**config.mk**
```make
export PLATFORM = sky130hd
export DESIGN_NAME = prog_clock_divider_flat
export DESIGN_NICKNAME = d
export VERILOG_FILES = /design/src/rtl/prog_clock_divider_pkg.sv /design/src/rtl/prog_clock_divider_if.sv /design/src/rtl/prog_clock_divider_period.sv /design/src/rtl/prog_clock_divider.sv /design/src/flat_wrapper.sv
export SDC_FILE = /design/constraint.sdc
export NUM_CORES = 1
export LEC_CHECK = 0
export CAP_MARGIN = 10
export CORE_MARGIN = 2
export CORE_UTILIZATION = 58
export DETAILED_ROUTE_END_ITERATION = 6
export PLACE_DENSITY_LB_ADDON = 0.05
export SLEW_MARGIN = 20
export SYNTH_ARGS = -nofsm -noshare
export SYNTH_HDL_FRONTEND = slang
export SYNTH_HIERARCHICAL = 1
export SYNTH_SLANG_ARGS = --single-unit
```
**constraint.sdc**
```tcl
create_clock -name clk -period 5.66 [get_ports clk]
set_input_delay 0.849 -clock clk [delete_from_list [all_inputs] [get_ports clk]]
set_output_delay 0.849 -clock clk [all_outputs]
set_load 0.005 [all_outputs]
```
**src/rtl/prog_clock_divider_pkg.sv**
```systemverilog
// prog_clock_divider_pkg: shared types and constants for the programmable clock divider.
//   state_t      - controller state (IDLE, RUN)
//   MODE_FREE    - free-running operation
//   MODE_ONESHOT - fixed-length burst operation
package prog_clock_divider_pkg;
    typedef enum logic {IDLE = 1'b0, RUN = 1'b1} state_t;
    localparam logic MODE_FREE    = 1'b0;
    localparam logic MODE_ONESHOT = 1'b1;
endpackage

```
**src/rtl/prog_clock_divider_if.sv**
```systemverilog
// prog_clock_divider_if: control/strobe bundle of the programmable clock divider.
//   master: drives enable, clear, mode, start, divisor, burst_len; observes strobes and status
//   slave : the divider itself
interface prog_clock_divider_if #(
    parameter int DIV_WIDTH = 8,
    parameter int CNT_WIDTH = 4
);
    logic                 enable;
    logic                 clear;
    logic                 mode;
    logic                 start;
    logic [DIV_WIDTH-1:0] divisor;
    logic [CNT_WIDTH-1:0] burst_len;
    logic                 pulse;
    logic                 half_pulse;
    logic                 busy;
    logic                 done;
    logic [CNT_WIDTH-1:0] pulse_count;
    modport master (
        output enable, clear, mode, start, divisor, burst_len,
        input  pulse, half_pulse, busy, done, pulse_count
    );
    modport slave (
        input  enable, clear, mode, start, divisor, burst_len,
        output pulse, half_pulse, busy, done, pulse_count
    );
endinterface

```
**src/rtl/prog_clock_divider_period.sv**
```systemverilog
// div_period_counter: period counter with divisor latch, wrap and half-point detection.
//   clk, rst : clock, asynchronous active-high reset
//   load     : latch divisor and restart the period
//   clr      : restart the period, keep the latched divisor
//   adv      : enabled cycle, advance the counter
//   divisor  : requested period (0 treated as 1)
//   wrap     : this advancing cycle ends the period
//   half     : this advancing cycle is the mid-period point
module div_period_counter #(
    parameter int DIV_WIDTH = 8
) (
    input  logic                 clk,
    input  logic                 rst,
    input  logic                 load,
    input  logic                 clr,
    input  logic                 adv,
    input  logic [DIV_WIDTH-1:0] divisor,
    output logic                 wrap,
    output logic                 half
);
    logic [DIV_WIDTH-1:0] cnt_q, cnt_d, div_q, div_d, n_in, last;
    always_comb begin
        n_in  = (divisor == '0) ? DIV_WIDTH'(1) : divisor;
        last  = div_q - 1'b1;
        wrap  = adv && (cnt_q == last);
        half  = adv && (cnt_q == (last >> 1));
        cnt_d = (clr || load || wrap) ? '0 : adv ? cnt_q + 1'b1 : cnt_q;
        // The divisor is only sampled at a period boundary so a change never truncates a period
        div_d = (load || wrap) ? n_in : div_q;
    end
    always_ff @(posedge clk or posedge rst) begin
        if (rst) begin
            cnt_q <= '0;
            div_q <= DIV_WIDTH'(1);
        end else begin
            cnt_q <= cnt_d;
            div_q <= div_d;
        end
    end
endmodule

```
**src/rtl/prog_clock_divider.sv**
```systemverilog
// prog_clock_divider: programmable period/half-period strobe generator with free-run and burst modes.
//   clk, rst : clock, asynchronous active-high reset
//   bus      : slave side of prog_clock_divider_if (controls in, registered strobes/status out)
module prog_clock_divider
    import prog_clock_divider_pkg::*;
#(
    parameter int DIV_WIDTH = 8,
    parameter int CNT_WIDTH = 4
) (
    input logic                  clk,
    input logic                  rst,
    prog_clock_divider_if.slave  bus
);
    state_t               state_q, state_d;
    logic                 mode_q, mode_d;
    logic [CNT_WIDTH-1:0] burst_q, burst_d, pulse_count_q, pulse_count_d;
    logic                 pulse_q, pulse_d, half_q, half_d, done_q, done_d;
    logic                 load, clr, adv, wrap, half, burst_end;
    div_period_counter #(.DIV_WIDTH(DIV_WIDTH)) u_period (
        .clk     (clk),
        .rst     (rst),
        .load    (load),
        .clr     (clr),
        .adv     (adv),
        .divisor (bus.divisor),
        .wrap    (wrap),
        .half    (half)
    );
    always_comb begin
        state_d       = state_q;
        mode_d        = mode_q;
        burst_d       = burst_q;
        pulse_count_d = pulse_count_q;
        pulse_d       = 1'b0;
        half_d        = 1'b0;
        done_d        = 1'b0;
        load          = 1'b0;
        clr           = 1'b0;
        adv           = 1'b0;
        // The final burst pulse is visible this cycle: stop counting and retire the burst
        burst_end     = (state_q == RUN) && (mode_q == MODE_ONESHOT) && pulse_q && (pulse_count_q == burst_q);
        if (bus.clear) begin
            state_d       = IDLE;
            pulse_count_d = '0;
            clr           = 1'b1;
        end else if (state_q == IDLE) begin
            if (bus.mode == MODE_FREE || bus.start) begin
                state_d       = RUN;
                mode_d        = bus.mode;
                burst_d       = (bus.burst_len == '0) ? CNT_WIDTH'(1) : bus.burst_len;
                pulse_count_d = '0;
                load          = 1'b1;
            end
        end else if (burst_end) begin
            state_d = IDLE;
            done_d  = 1'b1;
        end else begin
            adv           = bus.enable;
            pulse_d       = wrap;
            half_d        = half;
            pulse_count_d = wrap ? pulse_count_q + 1'b1 : pulse_count_q;
        end
    end
    always_ff @(posedge clk or posedge rst) begin
        if (rst) begin
            state_q       <= IDLE;
            mode_q        <= MODE_FREE;
            burst_q       <= CNT_WIDTH'(1);
            pulse_count_q <= '0;
            pulse_q       <= 1'b0;
            half_q        <= 1'b0;
            done_q        <= 1'b0;
        end else begin
            state_q       <= state_d;
            mode_q        <= mode_d;
            burst_q       <= burst_d;
            pulse_count_q <= pulse_count_d;
            pulse_q       <= pulse_d;
            half_q        <= half_d;
            done_q        <= done_d;
        end
    end
    assign bus.pulse       = pulse_q;
    assign bus.half_pulse  = half_q;
    assign bus.done        = done_q;
    assign bus.busy        = (state_q == RUN);
    assign bus.pulse_count = pulse_count_q;
endmodule

```
**src/flat_wrapper.sv**
```systemverilog
// flat-port wrapper written by rule: the top's interface ports become plain ports
module prog_clock_divider_flat import prog_clock_divider_pkg::*;
#(
    parameter int DIV_WIDTH = 8,
    parameter int CNT_WIDTH = 4
)
  (clk, rst, bus_enable, bus_clear, bus_mode, bus_start, bus_divisor, bus_burst_len, bus_pulse, bus_half_pulse, bus_busy, bus_done, bus_pulse_count);
  prog_clock_divider_if #(.DIV_WIDTH(DIV_WIDTH), .CNT_WIDTH(CNT_WIDTH)) bus_i ();
  input logic clk;
  input logic rst;
  input wire logic [$bits(bus_i.enable)-1:0] bus_enable;
  input wire logic [$bits(bus_i.clear)-1:0] bus_clear;
  input wire logic [$bits(bus_i.mode)-1:0] bus_mode;
  input wire logic [$bits(bus_i.start)-1:0] bus_start;
  input wire logic [$bits(bus_i.divisor)-1:0] bus_divisor;
  input wire logic [$bits(bus_i.burst_len)-1:0] bus_burst_len;
  output wire logic [$bits(bus_i.pulse)-1:0] bus_pulse;
  output wire logic [$bits(bus_i.half_pulse)-1:0] bus_half_pulse;
  output wire logic [$bits(bus_i.busy)-1:0] bus_busy;
  output wire logic [$bits(bus_i.done)-1:0] bus_done;
  output wire logic [$bits(bus_i.pulse_count)-1:0] bus_pulse_count;
  assign bus_i.enable = bus_enable;
  assign bus_i.clear = bus_clear;
  assign bus_i.mode = bus_mode;
  assign bus_i.start = bus_start;
  assign bus_i.divisor = bus_divisor;
  assign bus_i.burst_len = bus_burst_len;
  assign bus_pulse = bus_i.pulse;
  assign bus_half_pulse = bus_i.half_pulse;
  assign bus_busy = bus_i.busy;
  assign bus_done = bus_i.done;
  assign bus_pulse_count = bus_i.pulse_count;
  prog_clock_divider #(.DIV_WIDTH(DIV_WIDTH), .CNT_WIDTH(CNT_WIDTH)) u_core (.clk(clk), .rst(rst), .bus(bus_i));
endmodule
```
# Word level (Yosys, flattened, before mapping)
# Cells that the tools add are included.
[totals]
ff_bits = 29
word_cells = 63
[op_classes]
add_sub_neg = 3
eq_ne = 5
n_mux = 28
bitwise = 3
reduce_logical = 15
[op_table]
columns = ["cell", "n"]
rows = [
  ["$mux 4", 6],
  ["$mux 8", 3],
  ["$mux 1", 19],
  ["$add 8x1->8 const B", 1],
  ["$eq 8x7->1", 1],
  ["$eq 8x8->1", 1],
  ["$logic_not 8->1", 1],
  ["$sub 8x1->8 const B", 1],
  ["$ne 3x3->1 const B", 2],
  ["$reduce_and 3->1", 2],
  ["$logic_and 1x1->1", 5],
  ["$add 4x1->4 const B", 1],
  ["$eq 4x4->1", 1],
  ["$logic_not 4->1", 1],
  ["$logic_or 1x1->1", 4],
  ["$not 1->1", 3],
  ["$reduce_bool 3->1", 1],
  ["$reduce_bool 2->1", 1],
]

# Logic depth before layout (Yosys ltp)
# Gate-level depths: netlist of run 1.
[logic_depth]
word_depth = 11
mapped_depth = 13
mapped_depth_nobuf = 11

# Modules after synthesis
# The synthesis of run 1 kept the hierarchy.
[modules_own_cells]
columns = ["module", "instances", "cells_each", "area_each_um2", "seq_area_each_um2"]
rows = [
  ["div_period_counter", 1, 115, 1161.1, 401.6],
  ["prog_clock_divider", 1, 63, 645.6, 326.6],
]

# Worst setup path before layout of run 1
# OpenSTA, ideal clock, no wires.
[synth_path]
kind = "input to register"
startpoint = "in bus_clear"
endpoint = "reg u_core.u_period.div_q[1]"
setup_ns = 0.125
arrival_ns = 2.673
setup_slack_ns = 2.862
cell_stages = 10
n_path_buf = 4
cell_sequence = "nor2b_1 clkbuf_1 and3_1 clkbuf_1 nand3_1 nor4_1 a41o_1 buf_6 buf_8 mux2_4"
[synth_between]
elab_chain_len = 3
elab_cells_between_ends = 4
[synth_lines]
columns = ["element", "line_no", "text"]
rows = [
  ["start, declared", "flat_wrapper.sv:12", "input wire logic [$bits(bus_i.clear)-1:0] bus_clear;"],
  ["$mux 1", "prog_clock_divider.sv:42", "if (bus.clear) begin"],
  ["via u_core.adv", "prog_clock_divider.sv:18", "logic load, clr, adv, wrap, half, burst_end;"],
  ["$logic_and 1x1->1", "prog_clock_divider_period.sv:25", "wrap = adv && (cnt_q == last);"],
  ["$logic_or 1x1->1", "prog_clock_divider_period.sv:29", "div_d = (load || wrap) ? n_in : div_q;"],
  ["end signal, assigned", "prog_clock_divider_period.sv:37", "div_q <= div_d;"],
  ["end, declared", "prog_clock_divider_period.sv:21", "logic [DIV_WIDTH-1:0] cnt_q, cnt_d, div_q, div_d, n_in, last;"],
]
# The timed path passes the listed nets, and every way through them passes these cells.
# A chain may end at the register's enable or synchronous reset.

# Worst setup path in the final report of run 1
[layout_path]
startpoint = "in bus_clear"
endpoint = "reg u_core.u_period.div_q[2]"
# Same word-level chain as after synthesis.

==> results of run 1 <==
registers in the layout (all words and copies together) (netlist names):
register,cells
u_core/burst_q,4
u_core/bus.busy,1
u_core/bus.done,1
u_core/bus.half_pulse,1
u_core/bus.pulse,1
u_core/bus.pulse_count,4
u_core/mode_q,1
u_core/u_period/cnt_q,8
u_core/u_period/div_q,8
power breakdown:
group | leakage, uW | internal, uW | total (uW) | switching [uW]
clock | 0.0000265 | 49.4 | 113 | 63.7
combinational | 0.000472 | 66.1 | 117 | 51.1
sequential | 0.000372 | 227 | 255 | 27.2
worst max-delay path, cell delays in order:
cell and delay, ns:
clkdlybuf4s50_1 0.64, nor2b_1 0.49, and3_1 0.42, nand3_1 0.12, nor4_1 0.29, a41o_1 0.62
mux2_2 0.41
per-layer routing:
| metal | share of wire, % | GRT usage, % | vias up |
|---|---|---|---|
| li1 | - | - | 667 |
| met1 | 46 | 33.4 | 644 |
| met2 | 45 | 33.9 | 45 |
| met3 | 8.1 | 7.14 | 4 |
| met4 | 1.1 | 6.98 | 0 |
| met5 | 0 | 0 | - |
through the flow:
step           utilization (%)  instances  setup WS [ns]  power [uW]
6_report                  69.0        231           2.00         485
5_1_grt                   69.0        231           1.83         516
4_1_cts                   69.0        231           2.05         490
3_5_place_dp              67.3        223           1.72         376
3_3_place_gp              67.3        223           1.82         370
2_1_floorplan                -        178           2.86         347
layout by cell type (no fill, tap or decap), types with 3 or more instances in the layout:
cell type and instances:
a21oi_1 5, and3_1 6, clkbuf_1 3, clkbuf_4 5
clkdlybuf4s50_1 25, dfrtp_1 27, ha_1 3, inv_1 10
mux2_2 10, mux2i_1 3, nand2_1 8, nand3_1 8
nand4_1 4, nor2_1 8, nor3_1 14, o211ai_1 3
xnor2_1 8, xor2_1 17
logic make-up after synthesis:
kind of cell,Yosys count
muxes,14
and+or+nand+nor,63
buffers and inverters,23
xor gates and xnor gates,28
AOI/OAI and AO/OA,18
DFF,29
adders and majority gates,3
cell usage after synthesis (all sizes together) (2+ instances only):
master,count
or3,2
and3,6
xnor2,8
nand3,8
dfstp,2
nand4,4
a21oi,5
nor2b,2
nor4,2
clkbuf,7
nand2,8
nor3,16
xor2,17
dfrtp,27
o21ai,2
buf,6
mux2i,3
nor2,8
inv,10
nor3b,2
mux2,11
xnor3,2
ha,3
o211ai,3
area by class of cell:
class | count | area, um2
clock buffers | 8 | 48.8
fillers | 235 | 932
inverters | 10 | 37.5
multi-input cells | 126 | 965
flip-flops and latches | 29 | 728
well taps | 33 | 41.3
repair buffers | 25 | 250
worst min-delay path by stage:
stage                                 start                 to  slack (ns)  cells after the start
after detailed placement      u_core/mode_q      u_core/mode_q        0.51                      1
final                     u_core/burst_q[0]  u_core/burst_q[0]        0.52                      2
after global routing          u_core/mode_q      u_core/mode_q        0.54                      1
after CTS                 u_core/burst_q[0]  u_core/burst_q[0]        0.52                      2
after floorplan               u_core/mode_q      u_core/mode_q        0.48                      1
after global placement        u_core/mode_q      u_core/mode_q        0.50                      1
==> results.yml, run 1 <==
clock_tree:
  clock-root-buffer: "clkbuf_4"
  hold_buffers: 0
  cts.repair.resized: 0
  clock_path_buffers: 2
  clock_latency_ns: 0.32
  cts-htree-levels: 2
  cts_tree: "done"
  postCtsSetupBuffers: 0
  numCtsBuffers: 5
  clkTransAtPathRegs_ns: 0.08
  cts_sinks: 29
yosys:
  synth_flop_cell: "dfrtp_1"
  synth_fa_ha_area_share_pct: 2.08
  syn_area_mm2: 0.00181
  yosysWarnings: 6
  synth_xor_xnor_area_share_pct: 15.9
  synth-seq-area-share_pct: 40.3
  ys_ff_latch: 29
  synth-simple-area-share_pct: 19.8
  syn-num-nets: 199
  muxShareOfSynthArea_pct: 8.73
  synth-compound-area-share_pct: 6.86
  yosys-top-cells-area: "dfrtp_1 (37%), xor2_1 (8.2%), mux2_2 (6.2%), nor3_1 (3.9%), xnor2_1 (3.9%)"
  avgSynthCellArea_um2: 10.2
  synth_top_area_share_pct: 37.4
  synth_top_family_by_area: "simple AND/OR/NAND/NOR gates"
  synth_cell_type_count: 43
  synth_edf_count: 0
  async_reset_ff_share_pct: 100
  synthCells: 178
  synthDominantAreaCellType: "dfrtp_1"
global_routing:
  grt-ovfl-total: 0
  grt_use_total_pct: 23.3
  grt_max_degree: 17
  grt_pass1_wl_um: 6040
  grt_pass1_vias: 1328
  antenna_found_initial: 0
detailed_routing:
  vias: 1360
  detail_route.wl_per_cell_um: 15.7
  drcViolationCount: 0
  drtAntennaViolNets: 0
  routed_wl_um: 3620
  dr.pass1.iters: 4
  drt_iter0_drc: 67
  viasPerCell: 5.89
layout:
  design_area_mm2: 0.00207
  fin_nets: 218
  final_layout_size_suffix_gt1_share_pct: 12.1
  area_growth_pct: 14.6
  antennaDiodeCount: 0
sta:
  whs_ns: 0.523
  finalClockSkew_ns: 0.00907
  fmax_mhz: 274
  tightest_slew_ns: 0.680
  timing.setup.tns_ns: 0
  rsz0062_at_grt: "false"
  hold_viol: 0
  min_period_ns: 3.66
  slew_viol_final: 0
  maxSlewHeadroom_pct: 54.3
  finalCritPeriodShare_pct: 64.6
  setup-violations-final: 0
power_and_ir_drop:
  ir_drop_mv: 0.187
  leakagePower_uw: 0.000871
  power_density_mw_per_mm2: 234
critical_path:
  criticalPathCategory: "input port to register"
  r2r-start: "u_core/bus.busy"
  crit_required_ns: 5.86
  rrSetupSlack_ns: 2.72
  worst-path-max-fanout: 16
  rr_worst_depth: 6
  cp-endpoint: "u_core/u_period/div_q[2]"
  worst_ep_arrival_time_ns: 3.85
  start_kind: "input port"
  r2r-end: "u_core/u_period/div_q[2]"
  critPathLaunch: "bus_clear"
  cp-end-kind: "register"
place:
  dpl_cell_area_mm2: 0.00202
  gp_congestion: 0.895
  hpwl_um: 2780
  portBuffers: 25
floorplan:
  start_util_pct: 60.2
  rows: 20
  io_pins: 26
  fp.dieW_um: 59.8
  die_y_um: 59.8
  core_mm2: 0.00300
  dieArea_mm2: 0.00358
hold_path:
  min_path_type: "register to register"
flow_run:
  drv_cap: 0
run_status:
  status: "finished clean"
(Power assumes the default switching activity.)
==> run 2, diff against run 1 <==
CORE_UTILIZATION = 49   (was 58)
clock period = 3 ns   (was 5.66 ns; I/O delays follow)
==> run 2 against run 1 <==
Compared with the run above:
- non-clock buffer count rose by 6
- worst hold slack got worse by 0.012 ns
- routed wire length fell by 0.39%
- sequential power rose by 88%
- critical endpoint is now u_core/bus.pulse_count[0]
==> results.yml, run 2 (synthesis results as in run 1) <==
sta:
  maxSlewHeadroom_pct: 60.5
  hold_viol: 0
  rsz0062_at_grt: "false"
  finalClockSkew_ns: 0.00248
  fmax_mhz: 362
  tightest_slew_ns: 0.592
  min_period_ns: 2.76
  finalCritPeriodShare_pct: 92.1
  setup-violations-final: 0
  timing.setup.tns_ns: 0
  slew_viol_final: 0
power_and_ir_drop:
  pwr-share-comb_pct: 23.2
  p_sw_share_pct: 28.0
  p_sw_uw: 283
  intPower_uw: 727
  power_density_mw_per_mm2: 465
  ir_drop_mv: 0.310
  clkPwrFrac_pct: 29.4
  total_power_uw: 1010
  seqPwrFrac_pct: 47.4
  leakagePower_uw: 0.000916
clock_tree:
  postCtsSetupBuffers: 0
  hold_buffers: 0
  clock_latency_ns: 0.27
  clock_path_buffers: 2
  cts_sinks: 29
  numCtsBuffers: 5
  clock-root-buffer: "clkbuf_8"
  clkTransAtPathRegs_ns: 0.06
  cts-htree-levels: 2
  cts_tree: "done"
floorplan:
  fp.dieW_um: 64.7
  rows: 22
  io_pins: 26
  core_mm2: 0.00361
  die_y_um: 64.7
  start_util_pct: 50.1
  dieArea_mm2: 0.00419
layout:
  final_common_cell: "dfrtp_1"
  antennaDiodeCount: 0
  area_growth_pct: 20.2
  reg_top3: "u_core/u_period/cnt_q x8, u_core/u_period/div_q x8"
  mostFrequentLayoutCells: "dfrtp_1 (27), clkdlybuf4s50_1 (25), xor2_1 (17), nor3_1 (14)"
  final_layout_size_suffix_gt1_share_pct: 15.2
  fin_nets: 224
global_routing:
  antenna_found_initial: 0
  grt_max_degree: 17
  grt_pass1_wl_um: 6170
  grt_pass1_vias: 1385
  grt-ovfl-total: 0
  grt_use_total_pct: 19.1
detailed_routing:
  viasPerCell: 5.52
  drt_iter0_drc: 71
  drtAntennaViolNets: 0
  routed_wl_um: 3610
  dr.pass1.iters: 4
  vias: 1392
  drcViolationCount: 0
  detail_route.wl_per_cell_um: 14.3
flow_run:
  drv_cap: 0
hold_path:
  min_path_type: "register to register"
critical_path:
  start_kind: "register"
  critPathMaxStageDelay_ns: 0.41
  worst-path-max-fanout: 7
  cp-end-kind: "register"
  crit_required_ns: 3.18
  worst_ep_arrival_time_ns: 2.94
  path_cells: "inv_1 -> ha_1 -> nor3b_2 -> nor3b_1 -> xnor3_1 -> and4_1 -> nand2_1 -> a21oi_1 -> or3_4 -> o22ai_1"
  cp_slowest_cell: "or3_4"
  criticalPathCategory: "register to register"
place:
  gp_congestion: 0.876
  hpwl_um: 2790
  portBuffers: 25
run_status:
  status: "finished clean"
## run 2: cell types whose count changed in the layout (fill, tap and decap cells not counted), sizes merged
cell	previous run	this run
buf	0	6
## run 2: per-layer routing
metal / vias to the layer above / GRT usage, % / share of wire (%)
met3: 2 / 4.69 / 6.8
li1: 679 / - / -
met5: - / 0 / 0
met2: 45 / 28.4 / 45
met1: 666 / 27.4 / 48
met4: 0 / 6.12 / 0.39
## run 2: cell type report
type                            count  area (um2)
Clock buffer                        8        80.1
Sequential cell                    29         728
Timing Repair Buffer               31         295
Fill cell                         306        1440
Multi-Input combinational cell    126         970
Tap cell                           48        60.1
Inverter                           10        37.5
## run 2: final timing paths
path / startpoint / end / slack, ns / cells past startpoint
min in group asynchronous: rst / u_core/bus.pulse_count[1] / 0.55 / 2
worst min-delay path: u_core/burst_q[0] / u_core/burst_q[0] / 0.51 / 2
max in group asynchronous: rst / u_core/u_period/cnt_q[7] / 2.05 / 2
worst max-delay path: u_core/u_period/div_q[0] / u_core/bus.pulse_count[0] / 0.24 / 10
worst min register to register: u_core/burst_q[0] / u_core/burst_q[0] / 0.51 / 2
worst max register to register: u_core/u_period/div_q[0] / u_core/bus.pulse_count[0] / 0.24 / 10
## run 2: power groups by stage
stage               Sequential (uW)  Combinational (uW)  Clock [uW]
floorplan                       458                 196           0
global placement                482                 229           0
detailed placement              485                 234           0
CTS                             478                 235         306
global route                    485                 259         325
finish                          479                 234         297
## run 2: through the flow
step	setup WS, ns	std cells	instance area, um2	util [%]	hold WS [ns]
6_report	0.236	252	2170	60.2	0.511
5_1_grt	0.0182	252	2170	60.2	0.536
3_3_place_gp	0.246	244	2090	57.8	0.500
3_5_place_dp	0.148	244	2090	57.8	0.507
2_1_floorplan	0.431	178	1810	-	0.326
4_1_cts	0.160	252	2170	60.1	0.515
## run 2: repair_timing
item                                    CTS  global route
gates resized for setup                   0             1
endpoints found under the setup margin    0             4
hold endpoints to repair                  0             0
## run 2: critical path: cells and delay by family (launching register included)
family	cells	cell delay [ns]
and+or+nand+nor	5	1.36
DFF	1	0.39
xor gates and xnor gates	1	0.30
adders and majority gates	1	0.29
AOI/OAI and AO/OA	2	0.25
buffers and inverters	1	0.08
==> run 3, diff against run 2 <==
CAP_MARGIN = 0   (was 10)
CORE_UTILIZATION = 54   (was 49)
clock period = 3.05 ns   (was 3 ns; I/O delays follow)
==> run 3 against run 2 <==
Compared with the run above:
- critical path depth stayed put
- first-iteration DRC count is 7.0% lower
- maximum frequency is 1.9% lower
- worst hold slack worse by 0.016 ns
- clock power is 27% lower
- cell count is 1.2% lower
- global-route usage is 3.1 points higher
- sequential power is 2% lower
- via count is 1.6% higher
- largest cell class unchanged
==> results.yml, run 3 (synthesis results as in run 1) <==
run_status:
  status: "finished clean"
sta:
  hold_viol: 0
  setup-violations-final: 0
  tightest_slew_ns: 0.612
  maxSlewHeadroom_pct: 59.2
  min_period_ns: 2.82
  finalCritPeriodShare_pct: 92.4
  fin_ws_ns: 0.232
  slew_viol_final: 0
  finalClockSkew_ns: 0.00374
  fmax_mhz: 355
  timing.setup.tns_ns: 0
  rsz0062_at_grt: "false"
clock_tree:
  cts_sinks: 29
  hold_buffers: 0
  clock_path_buffers: 2
  clock_latency_ns: 0.32
  clock-root-buffer: "clkbuf_4"
  numCtsBuffers: 5
  cts-htree-levels: 2
  cts_tree: "done"
  clkTransAtPathRegs_ns: 0.08
detailed_routing:
  drtAntennaViolNets: 0
  dr.pass1.iters: 4
  routed_wl_um: 3780
  drcViolationCount: 0
  detail_route.wl_per_cell_um: 15.2
  viasPerCell: 5.68
  drt_iter0_drc: 66
  vias: 1414
power_and_ir_drop:
  clkPwrFrac_pct: 23.7
  pwr-share-comb_pct: 25.0
  seqPwrFrac_pct: 51.3
  intPower_uw: 643
  power_density_mw_per_mm2: 429
  ir_drop_mv: 0.247
  leakagePower_uw: 0.000898
  p_sw_share_pct: 29.7
  p_sw_uw: 271
global_routing:
  grt_pass1_wl_um: 6070
  grt_pass1_vias: 1353
  antenna_found_initial: 0
  grt_max_degree: 17
  grt-ovfl-total: 0
  grt_use_total_pct: 22.2
layout:
  antennaDiodeCount: 0
  final_layout_size_suffix_gt1_share_pct: 14.8
  reg_top3: "u_core/u_period/cnt_q x8, u_core/u_period/div_q x8"
  final_common_cell: "dfrtp_1"
  area_growth_pct: 17.9
  mostFrequentLayoutCells: "dfrtp_1 (27), clkdlybuf4s50_1 (25), xor2_1 (17), nor3_1 (14)"
  fin_nets: 223
  register_area_um2: 728
  num-fill-cells: 301
  multi_input_area_um2: 970
hold_path:
  min_path_type: "input port to async pin"
critical_path:
  criticalPathCategory: "register to register"
  worst-path-max-fanout: 7
  cp-end-kind: "register"
  cp_slowest_cell: "or3_4"
  path_cells: "inv_1 -> ha_1 -> nor3b_1 -> nor3b_2 -> xnor3_1 -> and4_1 -> nand2_1 -> a21oi_1 -> or3_4 -> o22ai_1"
  r2r-end: "u_core/bus.pulse_count[0]"
  critPathMaxStageDelay_ns: 0.41
  rr_worst_depth: 10
  r2r-start: "u_core/u_period/div_q[0]"
  worst_ep_arrival_time_ns: 3.05
  crit_required_ns: 3.28
  start_kind: "register"
  rrSetupSlack_ns: 0.23
flow_run:
  drv_cap: 0
floorplan:
  start_util_pct: 55.0
  fp.dieW_um: 61.8
  rows: 21
  core_mm2: 0.00328
  dieArea_mm2: 0.00382
  die_y_um: 61.8
  io_pins: 26
place:
  pre_cts_ws_ns: 0.192
  hpwl_um: 2980
  portBuffers: 25
  gp_congestion: 0.801
run 3: worst max-delay path, delay by kind of cell (launching register included):
kind,cells,cell delay (ns)
and+or+nand+nor,5,1.41
DFF,1,0.40
adders and majority gates,1,0.29
xor gates and xnor gates,1,0.27
AOI/OAI and AO/OA,2,0.27
buffers and inverters,1,0.09
run 3: what timing repair did:
item / CTS / global route
setup endpoints to repair: 0 / 3
resized for setup: 0 / 1
buffers inserted: 0 / 0
run 3: power by group through the flow:
stage / Sequential, uW / Combinational (uW) / Clock (uW)
detailed placement: 476 / 229 / 0
CTS: 468 / 230 / 231
global placement: 473 / 221 / 0
finish: 469 / 228 / 216
floorplan: 451 / 193 / 0
global route: 477 / 252 / 249
run 3: worst max-delay path by stage:
stage                        startpoint                         to  cells after the start
4_1_cts        u_core/u_period/div_q[0]  u_core/bus.pulse_count[0]                     10
5_1_grt        u_core/u_period/div_q[0]  u_core/bus.pulse_count[0]                     10
3_5_place_dp   u_core/u_period/div_q[0]  u_core/bus.pulse_count[0]                     10
6_report       u_core/u_period/div_q[0]  u_core/bus.pulse_count[0]                     10
3_3_place_gp   u_core/u_period/div_q[0]  u_core/bus.pulse_count[0]                     10
2_1_floorplan  u_core/u_period/div_q[1]  u_core/bus.pulse_count[1]                     11
run 3: cell type report:
cell class | count | share of cell area (%)
Sequential cell | 29 | 34.2
Multi-Input combinational cell | 126 | 45.5
Tap cell | 46 | 2.70
Clock buffer | 8 | 2.29
Timing Repair Buffer | 30 | 13.5
Inverter | 10 | 1.76
run 3: stage by stage:
step,hold WS [ns],total power (uW),cell area [um2],utilization (%),cells
after floorplan,0.334,643,1810,-,178
after global placement,0.498,694,2080,63.2,241
after detailed placement,0.504,705,2080,63.2,241
after CTS,0.495,929,2120,64.7,249
after global routing,0.529,978,2130,64.8,249
final,0.495,914,2130,64.8,249
run 3: per-layer routing:
metal,up-vias,share of wire (%),GRT usage [%]
met1,698,47,29.3
li1,678,-,-
met3,8,4.1,4.76
met2,30,48,35.5
met5,-,0,0
met4,0,1.6,8.81
